===== src/rtl/spi_rx_pkg.sv =====
// Shared types and frame layout for the SPI write-frame receiver.
package spi_rx_pkg;

    typedef enum logic [1:0] {
        IDLE   = 2'd0,
        SHIFT  = 2'd1,
        COMMIT = 2'd2
    } rx_state_t;

    localparam int FRAME_BITS = 16;
    localparam int CNT_W      = 5;
    localparam int RW_BIT     = 15;
    localparam int ADDR_MSB   = 14;
    localparam int ADDR_LSB   = 8;

    localparam logic [CNT_W-1:0] CNT_FULL    = CNT_W'(FRAME_BITS);
    localparam logic [CNT_W-1:0] CNT_OVERRUN = CNT_W'(17);

    // Bit counter parks at the overrun marker so any long frame still reads as bad.
    function automatic logic [CNT_W-1:0] cnt_inc(input logic [CNT_W-1:0] cnt);
        return (cnt >= CNT_OVERRUN) ? CNT_OVERRUN : cnt + CNT_W'(1);
    endfunction

endpackage


===== src/rtl/spi_frame_receiver_if.sv =====
// SPI pin bundle plus the committed-write bus towards the register bank.
interface spi_frame_receiver_if #(
    parameter int ADDR_W = 7,
    parameter int DATA_W = 8
);
    logic              sclk;
    logic              copi;
    logic              ncs;
    logic              wr_valid;
    logic [ADDR_W-1:0] wr_addr;
    logic [DATA_W-1:0] wr_data;
    logic              frame_err;
    logic              busy;

    modport master (
        output sclk, copi, ncs,
        input  wr_valid, wr_addr, wr_data, frame_err, busy
    );

    modport slave (
        input  sclk, copi, ncs,
        output wr_valid, wr_addr, wr_data, frame_err, busy
    );
endinterface


===== src/rtl/spi_rx_sync.sv =====
// Multi-flop pin synchroniser with rise/fall detection on the synchronised level.
module spi_rx_sync #(
    parameter int   STAGES  = 2,
    parameter logic RST_VAL = 1'b0
) (
    input  logic clk,
    input  logic rst,
    input  logic din,
    output logic dout,
    output logic rise,
    output logic fall
);
    logic [STAGES-1:0] chain_reg;
    logic              prev_reg;
    logic [STAGES:0]   fill_reg;
    logic              primed;

    always_ff @(posedge clk or posedge rst) begin
        if (rst) begin
            chain_reg <= {STAGES{RST_VAL}};
            prev_reg  <= RST_VAL;
            fill_reg  <= '0;
        end else begin
            chain_reg <= {chain_reg[STAGES-2:0], din};
            prev_reg  <= chain_reg[STAGES-1];
            fill_reg  <= {fill_reg[STAGES-1:0], 1'b1};
        end
    end

    // Edges are only trusted once both dout and prev_reg hold real pin samples,
    // so a pin already at its active level at reset release is not seen as an edge.
    assign primed = fill_reg[STAGES];
    assign dout   = chain_reg[STAGES-1];
    assign rise   = primed &  dout & ~prev_reg;
    assign fall   = primed & ~dout &  prev_reg;
endmodule


===== src/rtl/spi_frame_receiver.sv =====
// SPI mode-0 16-bit write-frame receiver; SPI_RX_ERR_COUNT_EN adds a saturating
// err_count output of frame_err pulses.
module spi_frame_receiver
    import spi_rx_pkg::*;
#(
    parameter int SYNC_STAGES = 2,
    parameter int ADDR_W      = 7,
    parameter int DATA_W      = 8,
    parameter int MAX_ADDR    = 4
) (
    input  logic                clk,
    input  logic                rst,
    spi_frame_receiver_if.slave bus
`ifdef SPI_RX_ERR_COUNT_EN
    ,
    output logic [7:0]          err_count
`endif
);
    localparam logic [ADDR_W-1:0] MAX_ADDR_V = ADDR_W'(MAX_ADDR);

    logic sclk_rise, ncs_rise, ncs_fall, copi_s;
    logic sclk_unused_lvl, sclk_unused_fall, copi_unused_rise, copi_unused_fall;
    logic ncs_unused_lvl;

    spi_rx_sync #(.STAGES(SYNC_STAGES), .RST_VAL(1'b0)) u_sync_sclk (
        .clk(clk), .rst(rst), .din(bus.sclk),
        .dout(sclk_unused_lvl), .rise(sclk_rise), .fall(sclk_unused_fall)
    );
    spi_rx_sync #(.STAGES(SYNC_STAGES), .RST_VAL(1'b0)) u_sync_copi (
        .clk(clk), .rst(rst), .din(bus.copi),
        .dout(copi_s), .rise(copi_unused_rise), .fall(copi_unused_fall)
    );
    spi_rx_sync #(.STAGES(SYNC_STAGES), .RST_VAL(1'b1)) u_sync_ncs (
        .clk(clk), .rst(rst), .din(bus.ncs),
        .dout(ncs_unused_lvl), .rise(ncs_rise), .fall(ncs_fall)
    );

    rx_state_t               state_reg, state_next;
    logic [FRAME_BITS-1:0]   shift_reg, shift_next;
    logic [CNT_W-1:0]        cnt_reg, cnt_next;
    logic                    wr_valid_reg, wr_valid_next;
    logic [ADDR_W-1:0]       wr_addr_reg, wr_addr_next;
    logic [DATA_W-1:0]       wr_data_reg, wr_data_next;
    logic                    frame_err_reg, frame_err_next;
    logic [ADDR_W-1:0]       frame_addr;

    assign frame_addr = shift_reg[ADDR_MSB:ADDR_LSB];

    always_ff @(posedge clk or posedge rst) begin
        if (rst) begin
            state_reg     <= IDLE;
            shift_reg     <= '0;
            cnt_reg       <= '0;
            wr_valid_reg  <= 1'b0;
            wr_addr_reg   <= '0;
            wr_data_reg   <= '0;
            frame_err_reg <= 1'b0;
        end else begin
            state_reg     <= state_next;
            shift_reg     <= shift_next;
            cnt_reg       <= cnt_next;
            wr_valid_reg  <= wr_valid_next;
            wr_addr_reg   <= wr_addr_next;
            wr_data_reg   <= wr_data_next;
            frame_err_reg <= frame_err_next;
        end
    end

    always_comb begin
        state_next     = state_reg;
        shift_next     = shift_reg;
        cnt_next       = cnt_reg;
        wr_valid_next  = 1'b0;
        wr_addr_next   = wr_addr_reg;
        wr_data_next   = wr_data_reg;
        frame_err_next = 1'b0;
        case (state_reg)
            IDLE: begin
                if (ncs_fall) begin
                    state_next = SHIFT;
                    shift_next = '0;
                    cnt_next   = '0;
                end
            end
            SHIFT: begin
                // End of frame takes priority over a coincident SCLK edge.
                if (ncs_rise) begin
                    state_next = COMMIT;
                end else if (sclk_rise) begin
                    shift_next = {shift_reg[FRAME_BITS-2:0], copi_s};
                    cnt_next   = cnt_inc(cnt_reg);
                end
            end
            COMMIT: begin
                state_next = IDLE;
                if (cnt_reg != CNT_FULL) begin
                    frame_err_next = 1'b1;
                end else if (shift_reg[RW_BIT] && (frame_addr <= MAX_ADDR_V)) begin
                    wr_valid_next = 1'b1;
                    wr_addr_next  = frame_addr;
                    wr_data_next  = shift_reg[DATA_W-1:0];
                end
            end
            default: state_next = IDLE;
        endcase
    end

    assign bus.wr_valid  = wr_valid_reg;
    assign bus.wr_addr   = wr_addr_reg;
    assign bus.wr_data   = wr_data_reg;
    assign bus.frame_err = frame_err_reg;
    assign bus.busy      = (state_reg == SHIFT);

`ifdef SPI_RX_ERR_COUNT_EN
    logic [7:0] err_count_reg;

    always_ff @(posedge clk or posedge rst) begin
        if (rst) begin
            err_count_reg <= '0;
        end else if (frame_err_next && (err_count_reg != 8'hFF)) begin
            err_count_reg <= err_count_reg + 8'd1;
        end
    end

    assign err_count = err_count_reg;
`endif
endmodule

===== src/flat_wrapper.sv =====
// flat-port wrapper written by rule: the top's interface ports become plain ports
module spi_frame_receiver_flat import spi_rx_pkg::*;
#(
    parameter int SYNC_STAGES = 2,
    parameter int ADDR_W      = 7,
    parameter int DATA_W      = 8,
    parameter int MAX_ADDR    = 4
)
  (clk, rst, bus_sclk, bus_copi, bus_ncs, bus_wr_valid, bus_wr_addr, bus_wr_data, bus_frame_err, bus_busy);
  spi_frame_receiver_if #(.ADDR_W(ADDR_W), .DATA_W(DATA_W)) bus_i ();
  input  logic clk;
  input  logic rst;
  input wire logic [$bits(bus_i.sclk)-1:0] bus_sclk;
  input wire logic [$bits(bus_i.copi)-1:0] bus_copi;
  input wire logic [$bits(bus_i.ncs)-1:0] bus_ncs;
  output wire logic [$bits(bus_i.wr_valid)-1:0] bus_wr_valid;
  output wire logic [$bits(bus_i.wr_addr)-1:0] bus_wr_addr;
  output wire logic [$bits(bus_i.wr_data)-1:0] bus_wr_data;
  output wire logic [$bits(bus_i.frame_err)-1:0] bus_frame_err;
  output wire logic [$bits(bus_i.busy)-1:0] bus_busy;
  assign bus_i.sclk = bus_sclk;
  assign bus_i.copi = bus_copi;
  assign bus_i.ncs = bus_ncs;
  assign bus_wr_valid = bus_i.wr_valid;
  assign bus_wr_addr = bus_i.wr_addr;
  assign bus_wr_data = bus_i.wr_data;
  assign bus_frame_err = bus_i.frame_err;
  assign bus_busy = bus_i.busy;
  spi_frame_receiver #(.SYNC_STAGES(SYNC_STAGES), .ADDR_W(ADDR_W), .DATA_W(DATA_W), .MAX_ADDR(MAX_ADDR)) u_core (.clk(clk), .rst(rst), .bus(bus_i));
endmodule

===== config.mk =====
export PLATFORM = sky130hd
export DESIGN_NAME = spi_frame_receiver_flat
export DESIGN_NICKNAME = d
export VERILOG_FILES = /design/src/rtl/spi_rx_pkg.sv /design/src/rtl/spi_frame_receiver_if.sv /design/src/rtl/spi_rx_sync.sv /design/src/rtl/spi_frame_receiver.sv /design/src/flat_wrapper.sv
export SDC_FILE = /design/constraint.sdc
export NUM_CORES = 1
export LEC_CHECK = 0
export ABC_AREA = 1
export CAP_MARGIN = 20
export CORE_MARGIN = 2
export CORE_UTILIZATION = 45
export DETAILED_ROUTE_END_ITERATION = 16
export GPL_ROUTABILITY_DRIVEN = 0
export PLACE_DENSITY = 0.75
export SETUP_SLACK_MARGIN = 0.4
export SYNTH_ARGS = -nofsm -noshare
export SYNTH_HDL_FRONTEND = slang
export SYNTH_SLANG_ARGS = --single-unit

===== constraint.sdc =====
create_clock -name clk -period 1.5 [get_ports clk]
set_input_delay 0.15 -clock clk [delete_from_list [all_inputs] [get_ports clk]]
set_output_delay 0.15 -clock clk [all_outputs]
set_load 0.02 [all_outputs]

# Word level (Yosys, flattened, before mapping)
# Cells that the tools add are included.
word_totals:
  out_inout_bits: 18
  register_bits: 54
classes:
  n_reduce_logical: 6
  add_sub_neg: 1
  magnitude_cmp: 2
  n_mux: 17
  n_bitwise: 10
  n_eq_ne: 7
ops:
  columns: ["operator", "n"]
  rows:
  - ["$mux 16", 3]
  - ["$pmux 16 s2", 1]
  - ["$mux 5", 4]
  - ["$pmux 5 s2", 1]
  - ["$le 7x3->1 const B", 1]
  - ["$and 1x1->1", 6]
  - ["$ne 2x1->1 const B", 3]
  - ["$add 5x1->5 const B", 1]
  - ["$ge 5x5->1 const B", 1]
  - ["$mux 1", 5]
  - ["$ne 5x5->1 const B", 1]
  - ["$mux 2", 2]
  - ["$not 1->1", 4]
  - ["$pmux 2 s2", 1]
  - ["$reduce_and 4->1", 1]
  - ["$reduce_and 3->1", 1]
  - ["$eq 2x1->1 const B", 1]
  - ["$eq 2x2->1 const B", 1]
  - ["$logic_not 2->1", 1]
  - ["$ne 2x2->1 const B", 1]
  - ["$reduce_and 2->1", 1]
  - ["$reduce_bool 2->1", 1]
  - ["$logic_and 1x1->1", 1]

# Depth between registers and ports, before layout
# Gate-level depths: netlist (run 1).
depth:
  word_depth: 5
  depth_mapped: 8
  ltp_nobuf: 7

# By module
# From an unflattened synthesis (run 1), not the netlist that was laid out.
unflattened:
  cells_unflattened: 220
  area_unflattened_um2: 2229.6
modules_own_cells:
  columns: ["mod", "seq_area_each_um2", "cells_each", "area_each_um2", "instances"]
  rows:
  - ["spi_frame_receiver", 1001.0, 184, 1707.9, 1]
  - ["spi_rx_sync at u_core.u_sync_copi ...", 150.1, 12, 172.7, 2]
  - ["spi_rx_sync at u_core.u_sync_ncs", 153.9, 12, 176.4, 1]

# Least setup slack after synthesis (run 1)
# OpenSTA, ideal clock, no wires.
synth_timing:
  path_kind: "register -> register"
  from: "reg u_core.cnt_reg[0]"
  to: "reg u_core.wr_addr_reg[0], in the netlist u_core.bus.wr_addr[0]"
  required_time_ps: 1383
  n_path_buf: 1
  path_stages_with_launch: 9
  setup_ps: 117
  slack_ps: 131
  arrival_ps: 1252
  path_cell_list: "dfrtp_1 inv_1 ha_1 nand3_1 nor2_1 nand2_1 buf_2 nand2_1 nand2_1"
synth_via:
  elab_chain_cells: 3
synth_lines:
  columns: ["element", "line_no", "source"]
  rows:
  - ["from (decl)", "spi_frame_receiver.sv:40", "logic [CNT_W-1:0] cnt_reg, cnt_next;"]
  - ["from (signal assigned)", "spi_frame_receiver.sv:61", "cnt_reg <= cnt_next;"]
  - ["$ne 5x5->1", "spi_frame_receiver.sv:96", "if (cnt_reg != CNT_FULL) begin"]
  - ["$not 1->1 (no line)", null, null]
  - ["$reduce_and 3->1 (no line)", null, null]
  - ["to (signal assigned)", "spi_frame_receiver.sv:63", "wr_addr_reg <= wr_addr_next;"]
  - ["to (decl)", "spi_frame_receiver.sv:42", "logic [ADDR_W-1:0] wr_addr_reg, wr_addr_next;"]
# No other way between the ends.
# A chain may end at the register's enable or synchronous reset.

# Final worst setup path (run 1)
layout_timing:
  from: "reg u_core.u_sync_ncs.prev_reg"
  to: "reg u_core.shift_reg[2]"
layout_via:
  elab_chain_cells: 4
  elab_cells_between_ends: 6
layout_lines:
  columns: ["element", "line_no", "source"]
  rows:
  - ["from (decl)", "spi_rx_sync.sv:14", "logic prev_reg;"]
  - ["from (signal assigned)", "spi_rx_sync.sv:25", "prev_reg <= chain_reg[STAGES-1];"]
  - ["$not 1->1", "spi_rx_sync.sv:34", "assign rise = primed & dout & ~prev_reg;"]
  - ["$and 1x1->1", "spi_rx_sync.sv:34", null]
  - ["$ne 2x2->1 (no line)", null, null]
  - ["$reduce_and 4->1 (no line) *", null, null]
  - ["to (signal assigned)", "spi_frame_receiver.sv:60", "shift_reg <= shift_next;"]
  - ["to (decl)", "spi_frame_receiver.sv:39", "logic [FRAME_BITS-1:0] shift_reg, shift_next;"]
# Mark *: on every way between the ends. The rest lies on a longest branch, timed or not.

==> impl_metrics.csv, run 1 <==
group,metric,value,unit
layout,diodes,0,
yosys,syn_area_per_cell,10.0,um^2
route,ant_nets,0,
yosys,synth_fp_nets,209,
placed_design,port-buffer-count,22,
clock_tree,numCtsBuffers,5,
sta,fmax,0.723,GHz
yosys,synth_area_leaders,"dfrtp_1 60%, nand2_1 10%, nand3_1 7.5%",
clock_tree,cts-root-buf,"clkbuf_8",
sta,clock_skew,0.00755,ns
worst_hold_path,min_path_type,"primary input to async pin",
clock_tree,cts.clk_slew.worst_paths,0.09,ns
yosys,synth_area,0.00201,mm^2
route,dr.pass1.iters,4,
route,num_vias,1519,
worst_setup_path,critPathRequiredTime,1.71,ns
grt,track_usage,17.9,%
route,drcViolationCount,0,
yosys,ys_warn_count,0,
clock_tree,clock_sinks,51,
clock_tree,clockBufferDepth,2,
layout,largest_register_ffs,16,
sta,setup_tns,0,ns
sta,drv_slew,0,
die,std_cell_rows,24,
route,drt-total-wl,4.40,mm
yosys,yosysTopAreaCell,"dfrtp_1",
grt,globalRoute.totalOverflow,0,
worst_setup_path,endpoint_kind,"flop",
route,avgRoutedWirePerCell,14.7,um
sta,rsz0062_at_grt,"true",
layout,area_delta_synth_final,39.1,%
grt,grt_max_degree,52,
power,p_total,3.30,mW
layout,drive_gt1_share,41.5,%
die,core_area,0.00432,mm^2
yosys,synth_top_area_share,59.6,%
clock_tree,htreeDepth,2,
placed_design,dp_hpwl,2.31,mm
die,boundaryPins,23,
yosys,synth-seq-area-share,63.5,%
die,initial_core_util,46.6,%
die,die_height,70.9,um
yosys,synthCells,201,
power,ir_drop,0.756,mV
worst_setup_path,crit_type,"flop to flop",
flow_run,drv_cap,0,
power,power_density,1180,mW/mm^2
clock_tree,tritoncts,"done",
die,die_w,70.9,um
yosys,ys_types,25,
status,outcome,"complete, no violations",
worst_setup_path,path_max_fanout,7,
layout,fin_util,64.8,%
sta,holdWs,0.233,ns
grt,grt_pass1_vias,1488,
sta,period_minus_slack,1.38,ns
power,leakage,1.39,nW
grt,antenna_found_initial,0,
grt,grt_first_pass_wirelength,6.94,mm
clock_tree,insertion_delay,0.31,ns
route,routed_via_density,5.06,
worst_setup_path,worstPathArrival,1.59,ns
layout,nets,255,
sta,timing.final.hold_violations,0,
sta,fin_crit_sh,92.3,%
yosys,synth_seq_cells,51,
worst_setup_path,start_kind,"flop",
route,first_iter_violations,106,
sta,setup_viol,0,
die,dieArea,0.00503,mm^2
[worst paths after layout]
path                       cells after the start                         endpoint                            start  slack, ns
max                                            7              u_core.shift_reg[2]       u_core.u_sync_ncs.prev_reg       0.12
min                                            3            u_core.bus.wr_addr[6]                              rst       0.23
max reg2reg                                    7              u_core.shift_reg[2]       u_core.u_sync_ncs.prev_reg       0.12
min reg2reg                                    0  u_core.u_sync_copi.chain_reg[1]  u_core.u_sync_copi.chain_reg[0]       0.35
max in group asynchronous                      3   u_core.u_sync_ncs.chain_reg[0]                              rst       0.96
min in group clk                               1   u_core.u_sync_ncs.chain_reg[0]                          bus_ncs       0.25
[per-stage QoR]
stage	setup slack, ns	cells	area, um^2
6_report	0.116	300	2800
5_1_grt	0.0827	300	2800
4_1_cts	0.139	299	2740
3_5_place_dp	0.106	276	2350
3_3_place_gp	0.135	276	2350
2_1_floorplan	0.250	201	2050
[power by group]
| part | internal, mW | switching (mW) | total, mW |
|---|---|---|---|
| Combinational | 0.295 | 0.399 | 0.694 |
| Sequential | 1.44 | 0.0560 | 1.50 |
| Clock | 0.666 | 0.443 | 1.11 |
[cell usage after synthesis]
master / count
o21ai_0: 7
xor2_1: 1
buf_6: 3
inv_2: 2
nor3_2: 1
nand2_1: 54
nor2_4: 1
dfrtp_1: 48
nor2_1: 9
o22ai_1: 5
inv_1: 19
nor2_2: 1
a21oi_1: 1
nor4_1: 1
ha_1: 3
dfstp_2: 3
conb_1: 1
nand4_1: 2
nand3_4: 1
o21ai_1: 1
nand3_1: 30
a31oi_1: 1
o21bai_1: 1
buf_2: 4
nand2_4: 1
[cell type report]
type	instances	area (um^2)
clock buffer	6	72.6
tap	52	65.1
inverter	21	92.6
sequential	51	1280
timing repair buffer	43	377
timing repair inverter	1	16.3
clock inverter	2	60.1
multi-input combinational	124	838
fill	341	1520
[cells by family (layout without fill, tap and decap cells)]
| group | count (synthesis) | in the layout | synth area share (%) |
|---|---|---|---|
| AND/OR/NAND/NOR | 101 | 103 | 22.9 |
| flip-flops | 51 | 51 | 63.5 |
| buffers and inverters | 28 | 73 | 6.58 |
| AO/OA/AOI/OAI | 16 | 16 | 4.47 |
| adder cells (fa/ha/maj) | 3 | 3 | 1.86 |
| other | 1 | 1 | 0.186 |
| XOR/XNOR | 1 | 1 | 0.435 |
[what timing repair did]
item,CTS,global route
setup buffers,11,1
cloned,4,0
gates resized for setup,116,21
hold buffers,0,0
pin swaps,3,6
endpoints found under the setup margin,55,41
[per-layer routing]
metal | wire (um) | global-route usage [%]
met5 | 0 | 0
met2 | 2340 | 30.7
met3 | 194 | 4.42
met1 | 1810 | 21.9
met4 | 64 | 6.50
[layout by cell type, fill, tap and decap left out, drive strengths merged]
cell,instances
nand2,57
dfrtp,48
buf,38
nand3,31
inv,20
nor2,11
o21ai,8
clkbuf,6
o22ai,5
clkdlybuf4s50,4
dfstp,3
ha,3
nand4,2
bufinv,2
nor3,1
a21oi,1
xor2,1
a31oi,1
clkinvlp,1
nor4,1
o21bai,1
clkinv,1
clkdlybuf4s15,1
conb,1
[critical path: stages, from the launching register on]
cell	delay (ns)
dfstp_2	0.55
nand4_1	0.15
buf_4	0.20
nand2_8	0.11
buf_12	0.12
clkinv_8	0.05
nand2_2	0.06
nand2_1	0.04
Note: power is estimated with default switching activity, not from simulation.
==> inputs of run 2 (changes only) <==
--- a/config.mk
+++ b/config.mk
@@ -7,11 +7,13 @@
 export LEC_CHECK = 0
 export ABC_AREA = 1
 export CAP_MARGIN = 20
+export CELL_PAD_IN_SITES_DETAIL_PLACEMENT = 1
+export CELL_PAD_IN_SITES_GLOBAL_PLACEMENT = 1
 export CORE_MARGIN = 2
-export CORE_UTILIZATION = 45
+export CORE_UTILIZATION = 42
 export DETAILED_ROUTE_END_ITERATION = 16
 export GPL_ROUTABILITY_DRIVEN = 0
-export PLACE_DENSITY = 0.75
+export PLACE_DENSITY = 0.86
 export SETUP_SLACK_MARGIN = 0.4
 export SYNTH_ARGS = -nofsm -noshare
 export SYNTH_HDL_FRONTEND = slang
==> run 2 against run 1 <==
Against the previous run: first-iteration DRC count is 46% lower; worst setup slack better by 0.027 ns; die area is 6.7% higher; sequential cell count stayed put; core utilization is 8.8 points lower; critical path type unchanged; largest power group unchanged; highest routed layer unchanged.
==> impl_metrics.csv, run 2 (synthesis results as in run 1) <==
group,metric,value,unit
status,outcome,"complete, no violations",
grt,grt_first_pass_wirelength,7.48,mm
clock_tree,insertion_delay,0.31,ns
sta,timing.final.hold_violations,0,
power,ir_drop,0.612,mV
clock_tree,cts-root-buf,"clkbuf_8",
placed_design,placed_area,0.00236,mm^2
clock_tree,hold_buffers,0,
layout,layout_commonest_cell,"nand2_1",
placed_design,port-buffer-count,22,
clock_tree,numCtsBuffers,5,
route,first_iter_violations,57,
worst_setup_path,rr_startpoint,"u_core.u_sync_ncs.chain_reg[1]",
layout,area_delta_synth_final,29.6,%
worst_hold_path,whs_endpoint,"u_core.u_sync_ncs.chain_reg[0]",
worst_setup_path,critPathMaxStageDelay,0.58,ns
layout,drive_gt1_share,32.6,%
worst_setup_path,start_kind,"flop",
grt,track_usage,18.7,%
worst_hold_path,hp-start,"bus_ncs",
worst_setup_path,path_max_fanout,6,
worst_setup_path,cp_slowest_cell,"dfstp_2",
grt,globalRoute.totalOverflow,0,
route,routed_via_density,5.06,
power,leakage,1.32,nW
clock_tree,cts.clk_slew.worst_paths,0.09,ns
worst_setup_path,r2r_end,"u_core.shift_reg[0]",
worst_setup_path,critPathRequiredTime,1.71,ns
die,std_cell_rows,25,
layout,layout_common_cells,"50 x nand2_1, 47 x dfrtp_1, 21 x nand3_1",
worst_hold_path,hold_depth,1,
clock_tree,clockBufferDepth,2,
die,die_height,73.3,um
layout,nets,249,
die,die_w,73.3,um
sta,rsz0062_at_grt,"true",
sta,fmax,0.737,GHz
die,dieArea,0.00537,mm^2
route,num_vias,1499,
route,avgRoutedWirePerCell,15.5,um
route,drt-total-wl,4.58,mm
sta,period_minus_slack,1.36,ns
clock_tree,htreeDepth,2,
layout,largest_register_ffs,16,
layout,diodes,0,
layout,fin_area,0.00261,mm^2
worst_setup_path,endpoint_kind,"flop",
route,ant_nets,0,
worst_hold_path,min_path_type,"primary input to flop",
flow_run,drv_cap,0,
die,boundaryPins,23,
die,core_area,0.00466,mm^2
sta,setup_viol,0,
clock_tree,tritoncts,"done",
sta,fin_crit_sh,90.4,%
placed_design,dp_hpwl,2.73,mm
sta,setup_tns,0,ns
worst_setup_path,path_common_cell,"buf_4",
power,power_density,1130,mW/mm^2
die,initial_core_util,43.2,%
clock_tree,clock_sinks,51,
sta,clock_skew,0.00650,ns
worst_setup_path,crit_type,"flop to flop",
route,dr.pass1.iters,4,
worst_setup_path,crit_chain,"inv_2, nand4_1, buf_4, nand2_8, buf_4, nand3_1, nand2_1",
worst_setup_path,r2r_slack,0.14,ns
sta,drv_slew,0,
worst_setup_path,r2r_cells,7,
grt,grt_pass1_vias,1537,
grt,grt_max_degree,52,
grt,antenna_found_initial,0,
route,drcViolationCount,0,
worst_setup_path,worstPathArrival,1.57,ns
## run 2: changes by cell type in the layout (fill, tap and decap cells not counted), moves of 4 or more
| cell | change |
|---|---|
| buf_6 | -4 |
| o22ai_1 | +4 |
| o22ai_2 | -4 |
| nand2_2 | -12 |
| nand2_1 | +12 |
## run 2: power by group
part           switching, mW  internal (mW)
logic                  0.325          0.253
registers             0.0589           1.44
clock network          0.443          0.421
total                  0.827           2.12
## run 2: critical path, delay by kind of cell, from the launching register on
family	cells	cell delay (ns)
buf+inv	3	0.34
flops	1	0.58
simple gates	4	0.32
## run 2: worst max-delay path by stage
| stage | start | end | slack [ns] |
|---|---|---|---|
| 2_1_floorplan | u_core.cnt_reg[1] | u_core.bus.wr_addr[0] | 0.25 |
| 3_3_place_gp | u_core.cnt_reg[0] | u_core.bus.wr_addr[3] | 0.04 |
| 3_5_place_dp | u_core.cnt_reg[0] | u_core.bus.wr_addr[4] | -0.05 |
| 4_1_cts | u_core.u_sync_ncs.prev_reg | u_core.shift_reg[10] | 0.19 |
| 5_1_grt | u_core.shift_reg[11] | u_core.bus.wr_data[4] | 0.09 |
| 6_report | u_core.u_sync_ncs.chain_reg[1] | u_core.shift_reg[0] | 0.14 |
## run 2: cell type report
class                   count  area, um^2
fillers                   546        2050
flip-flops and latches     51        1280
multi-input cells         123         736
repair buffers             39         334
clock buffers               8         100
inverters                  21        92.6
well taps                  54        67.6
## run 2: stage by stage
step                      instances  utilization [%]  setup slack (ns)  power (mW)  hold slack [ns]
after global routing            296             56.0            0.0918        3.07            0.247
after global placement          278             50.7            0.0372        1.94            0.334
final                           296             56.0             0.143        2.94            0.240
after detailed placement        278             50.7           -0.0533        1.96            0.339
after floorplan                 201                -             0.250        1.81            0.154
after CTS                       294             53.9             0.189        2.87            0.239
## run 2: routing by layer
| metal | up-vias | global-route usage, % | part of all wire [%] |
|---|---|---|---|
| met3 | 10 | 3.84 | 2.8 |
| met4 | 0 | 8.64 | 2.5 |
| met2 | 24 | 30.8 | 52 |
| met5 | - | 0 | 0 |
| met1 | 741 | 23.6 | 43 |
| li1 | 724 | - | - |
## run 2: what timing repair did
item	CTS	global route
gates cloned	1	1
pin swaps	5	12
setup endpoints to repair	55	43
gates resized for setup	81	27
buffers inserted	7	1
